<file path="config.mk">
export PLATFORM = sky130hd
export DESIGN_NAME = mem_access_unit
export DESIGN_NICKNAME = d
export VERILOG_FILES = /design/src/rtl/mem_access_unit_pkg.sv /design/src/rtl/mem_access_unit.sv
export SDC_FILE = /design/constraint.sdc
export NUM_CORES = 1
export LEC_CHECK = 0
export ABC_AREA = 1
export CORE_MARGIN = 10
export CORE_UTILIZATION = 39
export CTS_BUF_LIST = sky130_fd_sc_hd__clkbuf_4 sky130_fd_sc_hd__clkbuf_8
export CTS_CLUSTER_SIZE = 14
export DETAILED_ROUTE_END_ITERATION = 16
export GPL_TIMING_DRIVEN = 0
export PLACE_DENSITY = 0.8
export SLEW_MARGIN = 20
export SYNTH_ARGS = -nofsm -noshare
export SYNTH_HDL_FRONTEND = slang
export SYNTH_SLANG_ARGS = --single-unit
</file>
<file path="constraint.sdc">
create_clock -name clk -period 1.5 [get_ports clk]
set_clock_uncertainty 0.1 [all_clocks]
set_input_delay 0.3 -clock clk [delete_from_list [all_inputs] [get_ports clk]]
set_output_delay 0.3 -clock clk [all_outputs]
set_load 0.05 [all_outputs]
</file>
<file path="src/rtl/mem_access_unit_pkg.sv">
// Shared pipeline definitions: writeback-select encodings and the MEM-stage FSM states.
package mem_access_unit_pkg;

    localparam logic [1:0] WSEL_WD  = 2'd0;
    localparam logic [1:0] WSEL_RAM = 2'd1;
    localparam logic [1:0] WSEL_ALU = 2'd2;

    typedef enum logic {
        S_IDLE = 1'b0,
        S_WAIT = 1'b1
    } state_t;

endpackage

</file>
<file path="src/rtl/mem_access_unit.sv">
// MEM stage: turns EX/MEM memory controls into req/ack bus transactions,
// stalls upstream while waiting, and drives the MEM/WB register fields.
module mem_access_unit
    import mem_access_unit_pkg::*;
#(
    parameter int DATA_W   = 32,
    parameter int MAX_WAIT = 16
) (
    input  logic              clk,
    input  logic              rst_n,
    input  logic [DATA_W-1:0] pc_i,
    input  logic              have_inst_i,
    input  logic [1:0]        rf_wsel_i,
    input  logic              rf_we_i,
    input  logic              ram_we_i,
    input  logic [DATA_W-1:0] alu_c_i,
    input  logic [DATA_W-1:0] wdin_i,
    input  logic [4:0]        wR_i,
    input  logic [DATA_W-1:0] wD_i,
    output logic              stall_o,
    output logic              bus_req,
    output logic              bus_we,
    output logic [DATA_W-1:0] bus_addr,
    output logic [DATA_W-1:0] bus_wdata,
    input  logic              bus_ack,
    input  logic [DATA_W-1:0] bus_rdata,
    output logic              bus_err_o,
    output logic [DATA_W-1:0] pc_o,
    output logic              have_inst_o,
    output logic              rf_we_o,
    output logic [4:0]        wR_o,
    output logic [DATA_W-1:0] wD_o
);

    localparam int              CNT_W    = $clog2(MAX_WAIT);
    localparam logic [CNT_W-1:0] CNT_LAST = CNT_W'(MAX_WAIT - 1);

    state_t           r_state;
    state_t           w_next_state;
    logic [CNT_W-1:0] r_wait_cnt;
    logic             w_mem_op;
    logic             w_timeout;

    assign w_mem_op  = have_inst_i & (ram_we_i | (rf_wsel_i == WSEL_RAM));
    assign w_timeout = (r_state == S_WAIT) && !bus_ack && (r_wait_cnt == CNT_LAST);

    // NOTE: every signal driven here gets a default first so no path leaves it unassigned (no latch).
    always_comb begin
        w_next_state = r_state;
        stall_o      = 1'b0;
        case (r_state)
            S_IDLE: begin
                if (w_mem_op) begin
                    stall_o      = 1'b1;
                    w_next_state = S_WAIT;
                end
            end
            S_WAIT: begin
                if (bus_ack || w_timeout) begin
                    w_next_state = S_IDLE;
                end else begin
                    stall_o = 1'b1;
                end
            end
            default: w_next_state = S_IDLE;
        endcase
    end

    // NOTE: state is updated with non-blocking assignments so all flops sample pre-edge values.
    always_ff @(posedge clk or negedge rst_n) begin
        if (!rst_n) begin
            r_state <= S_IDLE;
        end else begin
            r_state <= w_next_state;
        end
    end

    always_ff @(posedge clk or negedge rst_n) begin
        if (!rst_n) begin
            r_wait_cnt  <= '0;
            bus_req     <= 1'b0;
            bus_we      <= 1'b0;
            bus_addr    <= '0;
            bus_wdata   <= '0;
            bus_err_o   <= 1'b0;
            pc_o        <= '0;
            have_inst_o <= 1'b0;
            rf_we_o     <= 1'b0;
            wR_o        <= '0;
            wD_o        <= '0;
        end else begin
            pc_o      <= pc_i;
            wR_o      <= wR_i;
            wD_o      <= wD_i;
            bus_err_o <= 1'b0;
            case (r_state)
                S_IDLE: begin
                    if (w_mem_op) begin
                        bus_req     <= 1'b1;
                        bus_we      <= ram_we_i;
                        bus_addr    <= alu_c_i;
                        bus_wdata   <= wdin_i;
                        r_wait_cnt  <= '0;
                        have_inst_o <= 1'b0;
                        rf_we_o     <= 1'b0;
                    end else begin
                        have_inst_o <= have_inst_i;
                        rf_we_o     <= rf_we_i & have_inst_i;
                    end
                end
                S_WAIT: begin
                    if (bus_ack) begin
                        // Ack beats timeout when both land on the last wait cycle.
                        bus_req     <= 1'b0;
                        have_inst_o <= have_inst_i;
                        rf_we_o     <= rf_we_i;
                        if (rf_wsel_i == WSEL_RAM) begin
                            wD_o <= bus_rdata;
                        end
                    end else if (w_timeout) begin
                        bus_req     <= 1'b0;
                        bus_err_o   <= 1'b1;
                        have_inst_o <= have_inst_i;
                        rf_we_o     <= 1'b0;
                    end else begin
                        r_wait_cnt  <= r_wait_cnt + 1'b1;
                        have_inst_o <= 1'b0;
                        rf_we_o     <= 1'b0;
                    end
                end
                default: begin
                    bus_req     <= 1'b0;
                    have_inst_o <= 1'b0;
                    rf_we_o     <= 1'b0;
                end
            endcase
        end
    end

endmodule

</file>
Word level (Yosys, flattened, before mapping)
Index checks and enable logic that the tools add are counted.
{"block": "word_totals", "ff_bits": 143, "elab_cells": 54}
{"block": "classes", "addsub": 1, "n_eq_ne": 6, "n_mux": 24, "n_bitwise": 4, "n_reduce_logical": 7}
{"operator": "32-bit 2-to-1 mux", "count": 3}
{"operator": "1-bit 2-to-1 mux", "count": 13}
{"operator": "4-bit 2-to-1 mux", "count": 3}
{"operator": "1-bit case mux with 2 select lines", "count": 4}
{"operator": "4-bit case mux with 2 select lines", "count": 1}
{"operator": "2-bit != test, second input constant", "count": 3}
{"operator": "4-bit by 1-bit adder with 4-bit output, second input constant", "count": 1}
{"operator": "4-bit equality test, second input constant", "count": 1}
{"operator": "2-bit AND reduction", "count": 2}
{"operator": "3-bit by 2-bit != test with 1-bit output, second input constant", "count": 1}
{"operator": "3-bit AND reduction", "count": 1}
{"operator": "1-bit bitwise AND", "count": 2}
{"operator": "2-bit by 1-bit equality test with 1-bit output, second input constant", "count": 1}
{"operator": "1-bit logical AND", "count": 2}
{"operator": "1-bit zero test", "count": 1}
{"operator": "1-bit logical OR", "count": 1}
{"operator": "1-bit inverter", "count": 1}
{"operator": "1-bit OR", "count": 1}

Logic depth before layout (Yosys ltp)
{"block": "depth", "ltp_word": 6, "depth_mapped": 8, "mapped_depth_nobuf": 8}

Least setup slack after synthesis
OpenSTA, ideal clock, no wires.
{"block": "synth_path", "path_kind": "flip-flop to flip-flop", "start": "register r_wait_cnt[0]", "end": "register r_wait_cnt[3]", "setup_ps": 119, "arrival_time_ps": 1231, "required_ps": 1281, "slack_ps": 50, "path_stages_with_launch": 8, "path_buffers": 0, "synth_period_minus_slack_ps": 1450, "cell_sequence": "dfrtp_1 > ha_1 > nand3_1 > nand2_1 > nand2_2 > inv_1 > nand2_1 > nand2_1"}
{"block": "synth_between", "elab_chain_cells": 4}
{"element": "from (decl)", "line_no": "mem_access_unit.sv:40", "rtl": "logic [CNT_W-1:0] r_wait_cnt;"}
{"element": "from (signal assigned)", "line_no": "mem_access_unit.sv:126", "rtl": "r_wait_cnt <= r_wait_cnt + 1'b1;"}
{"element": "4-bit by 1-bit adder with 4-bit output or 4-bit equality test (tied branches)", "line_no": "mem_access_unit.sv:126, mem_access_unit.sv:45"}
{"element": "4-bit 2-to-1 mux or 1-bit logical AND (tied branches)", "line_no": "mem_access_unit.sv:120, mem_access_unit.sv:45"}
{"element": "4-bit 2-to-1 mux or 2-bit != test (tied branches)"}
{"element": "4-bit case mux with 2 select lines or 3-bit AND reduction (tied branches)"}
Several ways; a longest one is shown, not always the timed one. The select of a mux whose other input is x is not followed.
A chain may end at the register's enable or synchronous reset.

Worst setup path in the final report
{"block": "layout_path", "start": "register r_wait_cnt[0]", "end": "output port stall_o"}
{"block": "layout_between", "elab_chain_cells": 5}
{"element": "4-bit equality test", "line_no": "mem_access_unit.sv:45", "rtl": "assign w_timeout = (r_state == S_WAIT) && !bus_ack && (r_wait_cnt == CNT_LAST);"}
{"element": "1-bit logical AND", "line_no": "mem_access_unit.sv:45"}
{"element": "1-bit logical OR", "line_no": "mem_access_unit.sv:59", "rtl": "if (bus_ack || w_timeout) begin"}
{"element": "1-bit 2-to-1 mux", "line_no": "mem_access_unit.sv:59"}
{"element": "1-bit case mux with 2 select lines", "line_no": "mem_access_unit.sv:51", "rtl": "case (r_state)"}
{"element": "to (decl)", "line_no": "mem_access_unit.sv:20", "rtl": "output logic stall_o,"}
No other way between the ends.

==> metrics.yaml <==
place_ws_ps: -1040
antenna_found_initial: 0
crit_fanout: 2
final_common_cell: "nand2_1"
worst_slew_margin_rel: 0.679
critPathKind: "reg -> out"
p_sw_mw: 4.56
slew_violations: 0
initial_core_util: 0.398
finalPower_mw: 12.3
die-width_microns: 136
period_minus_slack_ps: 1830
fill_cells: 1072
p_int_mw: 7.70
layout-drive-gt1-share: 0.261
rsz0062_at_grt: "true"
synth.avg_cell_area_sq_um: 10.4
synth.net_count: 683
fmax_ghz: 0.545
core_sq_um: 13200
power_frac_comb: 0.337
layout_common_cells: "nand2_1 (176), clkdlybuf4s50_1 (171), dfrtp_1 (142)"
netlist_area_sq_um: 5270
avgRoutedWirePerCell_microns: 18.0
post-route-period-util: 1.22
synth_edf_count: 0
slowest_stage: "dfrtp_1"
hpwlAfterDp_microns: 14800
setup_viol: 1
tightest_slew_ps: 482
clockBufferDepth: 2
clk_latency_ps: 440
grt_pass1_vias: 4982
overflow: 0
port_buffers: 311
grt_pass1_wl_microns: 28400
min_path_type: "in -> reg"
fp.dieH_microns: 136
required_ps: 1100
synth-main-ff-cell: "dfrtp_1"
track_usage: 0.198
setup_ws_ps: -334
clockPowerShare: 0.284
area_growth_pct: 65.1
wl_microns: 18700
violations: "setup timing"
yosys_warnings: 0
maxCapViolations: 0
place_congestion: 0.862
cellLeakagePower_nw: 4.49
ir_drop_mv: 0.847
insertedDiodeCount: 0
arrival_ps: 1430
clock_sinks: 143
outcome: "finished, violations left"
power.density_nw_per_um2: 1410
finalHoldViolCount: 0
slowest_delay_ps: 410
via_count: 4858
cp-start-kind: "flop"
p_seq_frac: 0.380
dr.pass1.iters: 4
switching_share: 0.372
synth-async-reset-ratio: 1.00
grt_max_degree: 84
cts_tree: "done"
ant_nets: 0
top_level_ports: 312
synth_cells: 509
layout.nets: 1026
yosysSeqAreaShare: 0.679
vias_per_cell: 4.67
cp-end-kind: "primary output"
root_buffer: "clkbuf_8"
row_count: 42
ys_seq_elements: 143
crit_chain: "ha_2 > nand3_2 > nand2_2 > nand2_4 > buf_8"
drc: 0
path_clk_slew_ps: 80
yosys.cell_types.count: 22
die-area_sq_um: 18600
drtIter0Drc: 339
h-tree-depth: 4
cts_made_buffers: 17
## per-stage QoR
| step | cell area, sq um | hold slack (ps) | utilization | setup TNS (ps) | cells |
|---|---|---|---|---|---|
| final | 8700 | 192 | 0.657 | -334 | 1041 |
| after global routing | 8700 | 155 | 0.657 | -426 | 1041 |
| after detailed placement | 8640 | 169 | 0.652 | -31300 | 997 |
| after global placement | 8600 | 354 | 0.650 | -802230 | 996 |
| after floorplan | 5270 | -95.6 | - | 0 | 509 |
| after CTS | 8520 | 162 | 0.644 | -336 | 1036 |
## cell type report
class / instances / area [sq um] / share of cell area
plain buffers: 27 / 223 / 0.0256
clock buffers: 18 / 241 / 0.0278
clock inverters: 14 / 214 / 0.0246
inverters: 44 / 165 / 0.0190
multi-input cells: 295 / 1330 / 0.152
flip-flops and latches: 143 / 3580 / 0.411
well taps: 176 / 220 / 0.0253
repair buffers: 324 / 2730 / 0.314
## final timing paths
kind | from | endpoint | slack [ps] | depth (start not counted)
max | r_wait_cnt[0] | stall_o | -330 | 5
min | pc_i[28] | pc_o[28] | 190 | 1
max reg2reg | r_wait_cnt[0] | r_wait_cnt[2] | 30 | 9
min reg2reg | bus_wdata[6] | bus_wdata[6] | 370 | 2
max in group asynchronous | rst_n | wD_o[25] | 280 | 3
min in group asynchronous | rst_n | bus_addr[19] | 270 | 2
## synthesized netlist by cell type (2+ instances only)
| cell | number | area, sq um |
|---|---|---|
| buf_2 | 10 | 50.1 |
| buf_4 | 5 | 37.5 |
| nand2_1 | 178 | 668 |
| nand3_1 | 70 | 350 |
| buf_6 | 12 | 135 |
| nor2_1 | 3 | 11.3 |
| o21ai_1 | 29 | 145 |
| inv_1 | 43 | 161 |
| o21ai_0 | 2 | 10.0 |
| dfrtp_1 | 143 | 3580 |
| o21ai_2 | 3 | 26.3 |
## flip-flops by register name, indices dropped and copies added, names as in the netlist
register     cells
wR_o             5
rf_we_o          1
bus_err_o        1
bus_we           1
bus_req          1
bus_addr        32
bus_wdata       32
r_wait_cnt       4
pc_o            32
r_state          1
have_inst_o      1
wD_o            32
## per-layer routing
layer  GRT usage  vias to the layer above  wire (microns)
met4      0.0734                        0             421
met1       0.210                     2323            6650
met5           0                        -               0
met3      0.0930                       29            2110
li1            -                     2278               -
met2       0.337                      228            9550
## power groups by stage
stage	sequential, mW	combinational, mW	clock (mW)
CTS	4.64	4.00	3.54
detailed placement	4.74	4.32	0
global placement	4.71	4.25	0
floorplan	6.52	0.640	0
global route	4.71	4.36	3.71
finish	4.66	4.13	3.48
## repair_timing
action | CTS | global route
pin swaps | 3 | 4
setup endpoints to repair | 139 | 54
setup buffers | 6 | 5
gates resized for setup | 721 | 58
hold endpoints to repair | 60 | 0
hold buffers | 1 | 0
## cell families (layout without fill, tap and decap cells)
kind of cell	Yosys count	count (layout)	share of synthesized area
adder cells (fa/ha/maj)	1	1	0.00237
AND/OR/NAND/NOR	258	258	0.208
buffers and inverters	71	427	0.0736
AO/OA/AOI/OAI	36	36	0.0368
flip-flops	143	143	0.679
## critical path: cells and delay by family, from the launching register on
kind	cells	cell delay, ps
fa+ha+maj	1	200
simple gates	3	240
buf+inv	1	150
flops	1	410
(Power assumes the default switching activity.)
